### config.mk
export PLATFORM = sky130hd
export DESIGN_NAME = dual_master_regbank
export DESIGN_NICKNAME = d
export VERILOG_FILES = /design/src/rtl/dual_master_regbank.sv
export SDC_FILE = /design/constraint.sdc
export NUM_CORES = 1
export LEC_CHECK = 0
export ABC_AREA = 0
export ABC_CLOCK_PERIOD_IN_PS = 5200
export CORE_MARGIN = 8
export CORE_UTILIZATION = 52
export CTS_BUF_LIST = sky130_fd_sc_hd__clkbuf_16
export DETAILED_ROUTE_END_ITERATION = 12
export PLACE_DENSITY = 0.86
export SYNTH_ARGS = -nofsm -noshare
export SYNTH_HDL_FRONTEND = slang
export SYNTH_SLANG_ARGS = --single-unit
### constraint.sdc
create_clock -name clk -period 5.2 [get_ports clk]
set_clock_uncertainty 0.2 [all_clocks]
set_input_delay 1.56 -clock clk [delete_from_list [all_inputs] [get_ports clk]]
set_output_delay 1.56 -clock clk [all_outputs]
set_load 0.03 [all_outputs]
### src/rtl/dual_master_regbank.sv
// Two-master mailbox register bank: owner-writable shared regs, status word, per-side change doorbells.
// Optional byte enables on both sides when DUAL_MASTER_REGBANK_BYTEEN_EN is defined.
module dual_master_regbank #(
  parameter int                  DATA_W   = 32,
  parameter int                  ADDR_W   = 3,
  parameter int                  NUM_REGS = 4,
  parameter logic [NUM_REGS-1:0] A_OWNED  = 4'b0101,
  parameter int                  STATUS_W = 8
) (
  input  logic                         clk,
  input  logic                         rst,
  input  logic [STATUS_W-1:0]          status_in,
  input  logic [ADDR_W-1:0]            a_address,
  input  logic                         a_bus_enable,
  input  logic                         a_rw,
  input  logic [DATA_W-1:0]            a_write_data,
  output logic [DATA_W-1:0]            a_read_data,
  output logic                         a_acknowledge,
  output logic                         a_irq,
  input  logic [ADDR_W-1:0]            b_address,
  input  logic                         b_bus_enable,
  input  logic                         b_rw,
  input  logic [DATA_W-1:0]            b_write_data,
  output logic [DATA_W-1:0]            b_read_data,
  output logic                         b_acknowledge,
  output logic                         b_irq,
`ifdef DUAL_MASTER_REGBANK_BYTEEN_EN
  input  logic [DATA_W/8-1:0]          a_byteenable,
  input  logic [DATA_W/8-1:0]          b_byteenable,
`endif
  output logic [NUM_REGS*DATA_W-1:0]   reg_out
);

  localparam int                NB          = DATA_W / 8;
  localparam logic [ADDR_W-1:0] ADDR_STATUS = ADDR_W'(NUM_REGS);
  localparam logic [ADDR_W-1:0] ADDR_PEND   = ADDR_W'(NUM_REGS + 1);
  localparam logic [ADDR_W-1:0] ADDR_ENA    = ADDR_W'(NUM_REGS + 2);

  // Side-indexed views of the two bus ports: index 0 is A, index 1 is B.
  logic [ADDR_W-1:0]   addr  [2];
  logic                en    [2];
  logic                rw    [2];
  logic [DATA_W-1:0]   wdata [2];
  logic [DATA_W-1:0]   bmask [2];
  logic [1:0]          be_any;

  assign addr[0]  = a_address;     assign addr[1]  = b_address;
  assign en[0]    = a_bus_enable;  assign en[1]    = b_bus_enable;
  assign rw[0]    = a_rw;          assign rw[1]    = b_rw;
  assign wdata[0] = a_write_data;  assign wdata[1] = b_write_data;

`ifdef DUAL_MASTER_REGBANK_BYTEEN_EN
  logic [NB-1:0] be [2];
  assign be[0] = a_byteenable;
  assign be[1] = b_byteenable;

  always_comb begin
    for (int s = 0; s < 2; s++) begin
      bmask[s]  = '0;
      for (int b = 0; b < NB; b++) bmask[s][b*8 +: 8] = {8{be[s][b]}};
      be_any[s] = |be[s];
    end
  end
`else
  assign bmask[0] = '1;
  assign bmask[1] = '1;
  assign be_any   = 2'b11;
`endif

  logic [DATA_W-1:0]   regs    [NUM_REGS];
  logic [NUM_REGS-1:0] pend    [2];
  logic [NUM_REGS-1:0] ena     [2];
  logic                ack     [2];
  logic [DATA_W-1:0]   rdata   [2];
  logic                irq     [2];

  logic [1:0]          acc, wr;
  logic [NUM_REGS-1:0] reg_we;
  logic [DATA_W-1:0]   reg_wd  [NUM_REGS];
  logic [NUM_REGS-1:0] set     [2];
  logic [NUM_REGS-1:0] clr     [2];
  logic [1:0]          ena_we;
  logic [NUM_REGS-1:0] ena_wd  [2];
  logic [DATA_W-1:0]   rmux    [2];

  // An access is taken only while ack is low, so a held enable yields one access every 2 cycles.
  always_comb begin
    for (int s = 0; s < 2; s++) begin
      acc[s] = en[s] & ~ack[s];
      wr[s]  = acc[s] & ~rw[s];
    end
  end

  // Only the owning side can write a shared reg; its write rings the peer's doorbell.
  always_comb begin
    int o;
    for (int i = 0; i < NUM_REGS; i++) begin
      o         = A_OWNED[i] ? 0 : 1;
      reg_we[i] = wr[o] && be_any[o] && (addr[o] == ADDR_W'(i));
      reg_wd[i] = (regs[i] & ~bmask[o]) | (wdata[o] & bmask[o]);
    end
    set[0] = reg_we & ~A_OWNED;
    set[1] = reg_we & A_OWNED;
  end

  always_comb begin
    for (int s = 0; s < 2; s++) begin
      // NOTE: every always_comb output gets a default first so no path leaves it unassigned (no latch).
      clr[s]    = '0;
      ena_we[s] = 1'b0;
      if (wr[s] && addr[s] == ADDR_PEND)
        clr[s] = wdata[s][NUM_REGS-1:0] & bmask[s][NUM_REGS-1:0];
      if (wr[s] && addr[s] == ADDR_ENA)
        ena_we[s] = 1'b1;
      ena_wd[s] = (ena[s] & ~bmask[s][NUM_REGS-1:0])
                | (wdata[s][NUM_REGS-1:0] & bmask[s][NUM_REGS-1:0]);
    end
  end

  // Read mux sees the pre-edge flop values, so a same-cycle write is not visible yet.
  always_comb begin
    for (int s = 0; s < 2; s++) begin
      rmux[s] = '0;
      for (int i = 0; i < NUM_REGS; i++)
        if (addr[s] == ADDR_W'(i)) rmux[s] = regs[i];
      if (addr[s] == ADDR_STATUS)    rmux[s] = DATA_W'(status_in);
      else if (addr[s] == ADDR_PEND) rmux[s] = DATA_W'(pend[s]);
      else if (addr[s] == ADDR_ENA)  rmux[s] = DATA_W'(ena[s]);
    end
  end

  always_ff @(posedge clk or negedge rst) begin
    if (!rst) begin
      // NOTE: the shared regs are an array but are architecturally visible, so they are reset like any flop.
      for (int i = 0; i < NUM_REGS; i++) regs[i] <= '0;
      for (int s = 0; s < 2; s++) begin
        pend[s]  <= '0;
        ena[s]   <= '0;
        ack[s]   <= 1'b0;
        rdata[s] <= '0;
        irq[s]   <= 1'b0;
      end
    end else begin
      // NOTE: non-blocking assignments so every flop samples pre-edge values regardless of statement order.
      for (int i = 0; i < NUM_REGS; i++)
        if (reg_we[i]) regs[i] <= reg_wd[i];
      for (int s = 0; s < 2; s++) begin
        pend[s]  <= (pend[s] & ~clr[s]) | set[s];
        if (ena_we[s]) ena[s] <= ena_wd[s];
        ack[s]   <= acc[s];
        rdata[s] <= (acc[s] && rw[s]) ? rmux[s] : '0;
        irq[s]   <= |(pend[s] & ena[s]);
      end
    end
  end

  assign a_acknowledge = ack[0];
  assign b_acknowledge = ack[1];
  assign a_read_data   = rdata[0];
  assign b_read_data   = rdata[1];
  assign a_irq         = irq[0];
  assign b_irq         = irq[1];

  for (genvar i = 0; i < NUM_REGS; i++) begin : g_reg_out
    assign reg_out[i*DATA_W +: DATA_W] = regs[i];
  end

endmodule

==> run metrics <==
status=completed; max-cap check violation count=0; FMAX=280.1 MHz; DR iter-0 viols=343; hold slack=0.3245 ns; vias in the first global route=7,640; Area Overhead vs Synth=37.76%; nets=1,061; critical path required time=5.38 ns; Max H-tree Level=1; top routing layer used=met5; Arr. time, crit path=3.75 ns; drt total wl=29,870 um; starting density of the core=0.5251; post-DR vias/cell=5.767; final hold viol count=0; die footprint=23,330 um2; clock tree buffer depth=3; routed length on met2=15,080 um; Seq cells post-synth=212; Die H=152.7 um; Post-Synthesis Cells=707; clk slew on worst S/H paths=0.06 ns; Post-CTS Resized=0; syn nets=791; Worst path max stage delay=0.67 ns; CP top delay family=simple AND/OR/NAND/NOR gates; GP Congestion=0.8824; postcts setup bufs=0; critical path type=in2reg; dpl cell area=12,680 um2; IO buf count=279; Rows=50; total gr overflow=0; Worst VDD drop=309.6 uV; top cell type by total area after synthesis=dfrtp_1; Die Width=152.7 um; Worst Path Max Fanout=33; Tmin final=3.570 ns; # IOs=280; main combinational cell family by area after synthesis=multiplexers; drt wl/cell=24.29 um; Final Max Slew Viols=0; M1 WL=11,790 um; Synth warnings=0; Final Cycle Share=0.6865; fillers=1,301; global-route wire length before repair=46,070 um; Setup Viol. Count Final=0; Slew HR=0.1649; later-pin clock latency in the skew report=0.51 ns; Pwr per Cell Area=418.6 nW/um2; CTS tree=yes; synthesized cell area=9723 um2; post-synthesis compound-gate area fraction=0.05958; overall global routing resource usage=0.2500; startpoint types=input port; post-synthesis sequential area ratio=0.5456; CP Cell Sequence=clkdlybuf4s50_1, nand2b_1, nor3_1, nand2_2, mux2_2; mux contribution to synthesized area=0.2961; Pre-antenna DRT Iters=5; top-area cell type share of the netlist area=0.5456; Synth Area in Simple Gates=0.07000; met3 WL post-DR=2140 um; worst slew pin tran=1.253 ns; total vias in the final route=7,094; initial antenna violation count=5; largest net degree at the start of global routing=115; ratio of cells with drive above 1 in the final layout=0.2238; xor/xnor share of the synthesized area=0; Root Driver=clkbuf_16; DRT antenna net count=0; # DRC=0; Area contributors post-synth=dfrtp_1 (55%), mux2_2 (13%), mux4_2 (6.5%); post-DP HPWL=20,680 um; Leakage=5.950 nW; Core Area=18,520 um2; clk sink count=212; Placement Setup Slack=1.145 ns; setup_tns=0 ns; Yosys cell types=41; CTS Hold Bufs=0; RSZ-0062 raised after global routing=false; CP Buf/Inv Count=1; total CTS buffers=23; Critical Path Sink Type=flip-flop; fin worst setup slack=1.630 ns; Avg Cell Area, Syn=13.75 um2; Final Cell Area=13,390 um2; Tightest Hold Check Type=reg2reg; post-synthesis adder-cell area fraction=0; Slowest-stage cell, CP=nand2_2
[path summary, 6_finish.rpt]
| check | end | from | slack [ns] | cells past startpoint |
|---|---|---|---|---|
| max | reg_out[19] | a_bus_enable | 1.63 | 5 |
| min | pend[7] | pend[7] | 0.32 | 1 |
| max in group asynchronous | reg_out[119] | rst | 2.72 | 2 |
| max reg2reg | reg_out[19] | a_acknowledge | 2.69 | 4 |
| min reg2reg | pend[7] | pend[7] | 0.32 | 1 |
| min in group asynchronous | reg_out[98] | rst | 1.00 | 1 |
[worst reg2reg max path, delay by kind of cell (launching register included)]
kind | cells | cell delay, ns
flip-flops | 1 | 0.43
multiplexers | 1 | 0.53
AND/OR/NAND/NOR | 3 | 1.24
[cells in the mapped netlist (all sizes together)]
| master | n |
|---|---|
| a211oi | 6 |
| a21bo | 1 |
| a21boi | 4 |
| a21o | 1 |
| a21oi | 23 |
| a22o | 2 |
| a22oi | 8 |
| a311oi | 1 |
| and2 | 25 |
| and3 | 2 |
| and3b | 1 |
| and4bb | 1 |
| buf | 30 |
| clkbuf | 17 |
| clkinv | 1 |
| dfrtp | 212 |
| inv | 10 |
| mux2 | 138 |
| mux2i | 60 |
| mux4 | 28 |
| nand2 | 15 |
| nand2b | 11 |
| nand3 | 5 |
| nand3b | 2 |
| nor2 | 16 |
| nor2b | 29 |
| nor3 | 5 |
| nor4 | 3 |
| o211ai | 2 |
| o21ai | 17 |
| o221a | 2 |
| o22ai | 26 |
| or2 | 1 |
| or3b | 1 |
| or4 | 1 |
[per-layer routing]
metal  vias up  track usage
li1       3107            -
met1      3622       0.3035
met2       308       0.4265
met3        55      0.05842
met4         2      0.09519
met5         -            0
[placed cells by master, fill, tap and decap left out, types with 8 or more instances in the layout]
master	count
a21oi_1	22
a22oi_1	8
and2_1	25
buf_4	14
clkbuf_16	23
clkdlybuf4s50_1	275
dfrtp_1	212
inv_1	15
mux2_2	108
mux2_4	25
mux2i_1	60
mux4_2	28
nand2_1	13
nand2b_1	10
nor2_1	16
nor2b_1	29
o21ai_0	17
o22ai_1	26
[layout make-up]
| cell class | count | area [um2] | share of cell area |
|---|---|---|---|
| Sequential cell | 212 | 5305 | 0.3961 |
| Multi-Input combinational cell | 437 | 4156 | 0.3103 |
| Timing Repair Buffer | 292 | 2882 | 0.2151 |
| Clock buffer | 23 | 575.6 | 0.04297 |
| Tap cell | 234 | 292.8 | 0.02186 |
| Clock inverter | 17 | 131.4 | 0.009808 |
| Inverter | 11 | 41.29 | 0.003083 |
| Antenna cell | 4 | 10.01 | 0.0007473 |
[power breakdown]
part	internal (mW)	switching (mW)	leakage (nW)
Clock	0.900	0.651	0.367
Combinational	0.885	0.936	2.85
Sequential	1.93	0.304	2.74
Total	3.72	1.89	5.95
[stage by stage]
stage / total power, mW / cells / utilization
2_1_floorplan: 3.230 / 707 / -
3_3_place_gp: 4.034 / 1186 / 0.6846
3_5_place_dp: 4.080 / 1186 / 0.6846
4_1_cts: 5.644 / 1226 / 0.7228
5_1_grt: 5.824 / 1230 / 0.7233
6_report: 5.607 / 1230 / 0.7233
[state kept, by name, summed over array words and instances (netlist names)]
register	cells
reg_out	128
a_read_data	32
b_read_data	32
ena	8
pend	8
a_acknowledge	1
a_irq	1
b_acknowledge	1
b_irq	1
[cells by family after synthesis]
logic type             after synthesis
AO/OA/AOI/OAI                       93
buffers and inverters               58
flip-flops                         212
multiplexers                       226
AND/OR/NAND/NOR                    118
No activity file was read; power rests on OpenSTA's default activity.
==> patch 1: new RTL, config.mk and constraints unchanged <==
Set the parameter `ADDR_W` to 4 (it was 3).
--- a/src/rtl/dual_master_regbank.sv
+++ b/src/rtl/dual_master_regbank.sv
@@ -3,5 +3,5 @@
 module dual_master_regbank #(
   parameter int                  DATA_W   = 32,
-  parameter int                  ADDR_W   = 3,
+  parameter int                  ADDR_W   = 4,
   parameter int                  NUM_REGS = 4,
   parameter logic [NUM_REGS-1:0] A_OWNED  = 4'b0101,
Interface: changed (resized a_address and b_address); port bits go from 280 to 282. No check against the original RTL was run, so the function may have changed too.
==> patch 1 against the original RTL <==
  * Count of clock-buffer cells in the layout unchanged
  * Area after synthesis down 1.5%
  * First-iteration DRC count up 13%
  * Setup slack worse by 0.24 ns
  * Sequential power down 8%
  * Sequential cell count unchanged
  * Wire length rose by 1.5%
  * Fmax decreased by 6.4%
  * Register-to-register slack better by 0.02 ns
  * Synthesized cell count shrank 3.8%
  * Design area fell by 1.1%
  * Total power down 14%
  * Global-route usage increased by 1.3 points
  * Largest cell class unchanged
  * Largest power group unchanged
==> patch 1: results (changes against the original RTL) <==
| Metric | Value |
|---|---|
| Status | `completed (unchanged)` |
| Routed vias/inst | `5.94 (was 5.77)` |
| Initial antenna violation count | `0 (was 5)` |
| Avg Cell Area, Syn | `14.1 um2 (was 13.8 um2)` |
| Unique masters post-synth | `44 (was 41)` |
| Met1 usage | `32.1% (was 30.4%)` |
| Initial DRC count | `386 (was 343)` |
| Crit Path Max Fanout | `33 (unchanged)` |
| CTS max path bufs | `3 (unchanged)` |
| CTS H-tree lvls | `1 (unchanged)` |
| Reg2reg end | `reg_out[29] (was reg_out[19])` |
| M2 GR Usage | `44.7% (was 42.6%)` |
| PortBufs | `281 (was 279)` |
| Final nets | `1044 (was 1061)` |
| First-pass GRT wire length | `46.1 mm (about the same)` |
| Static Leak | `0.00587 uW (was 0.00595 uW)` |
| GRT Overall Usage | `26.3% (was 25.0%)` |
| DR vias | `7139 (was 7094)` |
| Clk root buf | `clkbuf_16 (unchanged)` |
| Postcts setup bufs | `0 (unchanged)` |
| Worst hold margin | `0.324 ns (about the same)` |
| Vias in the first global route | `7701 (was 7640)` |
| GP Congestion | `0.888 (was 0.882)` |
| Post-synth ARST share | `100% (unchanged)` |
| HPWL Detailed | `20.9 mm (was 20.7 mm)` |
| Pre-CTS setup slack | `0.949 ns (was 1.15 ns)` |
| Worst-Skew Late Latency | `0.50 ns` |
| Layout cell share with drive strength beyond 1 | `24.6% (was 22.4%)` |
| CTS buffer count | `23 (unchanged)` |
| Pre-antenna DRT Iters | `5 (unchanged)` |
| Clock-pin slew on the worst setup and hold paths | `0.06 ns (about the same)` |
| WL final | `30.3 mm (was 29.9 mm)` |
| Met3 Use GR | `6.71% (was 5.84%)` |
| Syn Nets | `766 (was 791)` |
| Hold depth | `1 (unchanged)` |
| Post-cts resize count | `0 (unchanged)` |
| Pin count of the biggest net entering global routing | `93 (was 115)` |
| Actual slew at the worst max-slew pin | `0.963 ns (was 1.25 ns)` |
| Reg2Reg Setup Slack | `2.71 ns (was 2.69 ns)` |
| Reg2reg path depth | `4 (unchanged)` |
| Max reg flops | `128 (unchanged)` |
| Ys flop type | `dfrtp_1 (unchanged)` |
| Hold Crit Start | `b_acknowledge (was pend[7])` |
| Synth top cells by count | `dfrtp_1 (212), mux2_2 (141), mux4_2 (35), nor2_1 (34), mux2i_1 (23) (was dfrtp_1 (212), mux2_2 (108), mux2i_1 (60), nor2b_1 (29), mux4_2 (28))` |
| Hold Path Sink | `b_acknowledge (was pend[7])` |
| Reg2reg start | `a_acknowledge (unchanged)` |
| Cell count after placement | `1162 (was 1186)` |
| Register area share after synthesis | `55.4% (was 54.6%)` |
| Antenna diode count | `0 (was 4)` |
| Worst vdd ir | `0.324 mV (was 0.310 mV)` |
| Min-Delay Path Class | `reg2reg (unchanged)` |
| Yosys warns | `0 (unchanged)` |
| Largest cells by area after synthesis | `dfrtp_1 (55%), mux2_2 (17%), mux4_2 (8.2%) (was dfrtp_1 (55%), mux2_2 (13%), mux4_2 (6.5%))` |
patch 1: changes by cell type in the layout (fill, tap and decap cells not counted), moves of 14 or more:
| cell | change |
|---|---|
| a22oi_1 | +14 |
| mux2_2 | +33 |
| o2bb2ai_1 | +17 |
| o22ai_1 | -17 |
| a21oi_1 | -15 |
| nor2b_1 | -18 |
| nor2_1 | +17 |
| mux2_4 | -24 |
| mux2i_1 | -37 |
patch 1: worst max-delay path by stage:
stage                     depth (start not counted)     endpoint         start  slack (ns)
after floorplan                                   6  reg_out[29]          a_rw        2.15
after global placement                            5  reg_out[29]  a_address[2]        1.00
after global routing                              5   reg_out[7]  a_address[2]        1.32
final                                             5  reg_out[29]  a_address[2]        1.39
after detailed placement                          5  reg_out[29]  a_address[2]        0.95
after CTS                                         5  reg_out[26]  a_address[2]        1.48
patch 1: cells by family after synthesis:
family / after synthesis / synth area share, %
compound gates: 96 / 7.30
buf+inv: 49 / 2.56
flops: 212 / 55.4
mux: 200 / 27.4
simple gates: 123 / 7.36
patch 1: worst max-delay path, stage by stage:
cell and delay, ns:
clkdlybuf4s50_1 0.65, nor2_2 0.37, nand2_1 0.10, or3_2 0.85
mux2_4 0.44
patch 1: routing by layer:
layer / vias to the layer above / routed length [um]
met5: - / 0
met4: 0 / 963
met3: 64 / 2650
met2: 322 / 15000
met1: 3661 / 11700
li1: 3092 / -
patch 1: power by group:
group / total (uW) / internal (uW) / switching [uW]
sequential: 2050 / 1850 / 204
clock: 1430 / 796 / 636
combinational: 1320 / 631 / 688
total: 4800 / 3270 / 1530
patch 1: layout make-up:
cell class,instances,area (um2)
Sequential cell,212,5310
Fill cell,1241,4780
Multi-Input combinational cell,419,4050
Timing Repair Buffer,296,2930
Clock buffer,23,576
Tap cell,229,287
Clock inverter,17,72.6
Inverter,6,22.5
==> patch 2: new RTL, config.mk and constraints unchanged <==
Without the edit above. Register the outputs `a_acknowledge`, `a_irq`, `b_acknowledge` and `b_irq`, cleared by the reset; this adds one clock of latency there. The other outputs are not delayed to match.
--- a/src/rtl/dual_master_regbank.sv
+++ b/src/rtl/dual_master_regbank.sv
@@ -155,10 +155,19 @@
   end
 
-  assign a_acknowledge = ack[0];
-  assign b_acknowledge = ack[1];
   assign a_read_data   = rdata[0];
   assign b_read_data   = rdata[1];
-  assign a_irq         = irq[0];
-  assign b_irq         = irq[1];
+  always_ff @(posedge clk or negedge rst) begin
+    if (!rst) begin
+      a_acknowledge <= '0;
+      a_irq         <= '0;
+      b_acknowledge <= '0;
+      b_irq         <= '0;
+    end else begin
+      a_acknowledge <= ack[0];
+      a_irq         <= irq[0];
+      b_acknowledge <= ack[1];
+      b_irq         <= irq[1];
+    end
+  end
 
   for (genvar i = 0; i < NUM_REGS; i++) begin : g_reg_out
Function: changed (Yosys sat finds a counterexample within 4 cycles, from zero or initial values and one cycle with rst low).
==> patch 2 against the original RTL <==
  * Wire length up 3.0%
  * Worst hold slack worse by 0.17 ns
  * Total power grew 2.5%
  * Core utilization decreased by 0.078 points
  * Area after synthesis is 2.6% higher
  * Design area grew 1.2%
  * Setup slack improved by 0.052 ns
  * Die area grew 2.3%
  * First-iteration DRC count is 63% higher
  * Sequential cell count increased by 4
  * Largest power group unchanged
  * Highest routed layer is now met4
==> patch 2: results (changes against the original RTL) <==
| Metric | Value |
|---|---|
| Static Leak | `0.00602 uW (was 0.00595 uW)` |
| Crit Path Max Fanout | `32 (was 33)` |
| Cell count after placement | `1179 (was 1186)` |
| Reg2Reg Setup Slack | `2.73 ns (was 2.69 ns)` |
| CP Data Arrival Time | `3.71 ns (was 3.75 ns)` |
| Largest cells by area after synthesis | `dfrtp_1 (54%), mux2_2 (11%), mux4_2 (7.2%) (was dfrtp_1 (55%), mux2_2 (13%), mux4_2 (6.5%))` |
| Vias in the first global route | `7840 (was 7640)` |
| Rel. slew slack | `33.6% (was 16.5%)` |
| Met3 WL | `2.49 mm (was 2.14 mm)` |
| Routed vias/inst | `6.07 (was 5.77)` |
| Met1 Wirelength | `12.0 mm (was 11.8 mm)` |
| GP Congestion | `0.903 (was 0.882)` |
| Status | `completed (unchanged)` |
| GRT Overall Usage | `25.2% (was 25.0%)` |
| Layout cell share with drive strength beyond 1 | `22.7% (was 22.4%)` |
| Layout fillers | `1255 (was 1301)` |
| Reg2reg start | `ack[1] (was a_acknowledge)` |
| Hold Path Sink | `a_irq (was pend[7])` |
| Initial antenna violation count | `1 (was 5)` |
| Hold Crit Start | `irq[1] (was pend[7])` |
| First-pass GRT wire length | `46.7 mm (was 46.1 mm)` |
| Max Used Layer | `met4 (was met5)` |
| Mapped Cells | `705 (was 707)` |
| Pre-CTS setup slack | `1.17 ns (was 1.15 ns)` |
| Syn Nets | `789 (was 791)` |
patch 2: cell type report:
type	count	area [um2]	area share [%]
Sequential cell	216	5410	39.9
Multi-Input combinational cell	427	4190	30.9
Timing Repair Buffer	294	2900	21.4
Clock buffer	23	576	4.24
Tap cell	234	293	2.16
Clock inverter	19	164	1.21
Inverter	8	30.0	0.221
Antenna cell	1	2.50	0.0185
patch 2: power by group:
group | internal [uW] | switching, uW
logic | 911 | 942
registers | 1970 | 311
clock network | 952 | 663
patch 2: cells by family after synthesis:
family,share of synthesized area [%]
flip-flops,54.2
AO/OA/AOI/OAI,8.81
multiplexers,26.8
AND/OR/NAND/NOR,6.41
buffers and inverters,3.81
patch 2: per-layer routing:
layer / vias to the layer above / global-route usage, %
met3: 73 / 6.16
met2: 382 / 41.8
met4: 0 / 10.5
met5: - / 0
met1: 3810 / 31.2
li1: 3155 / -
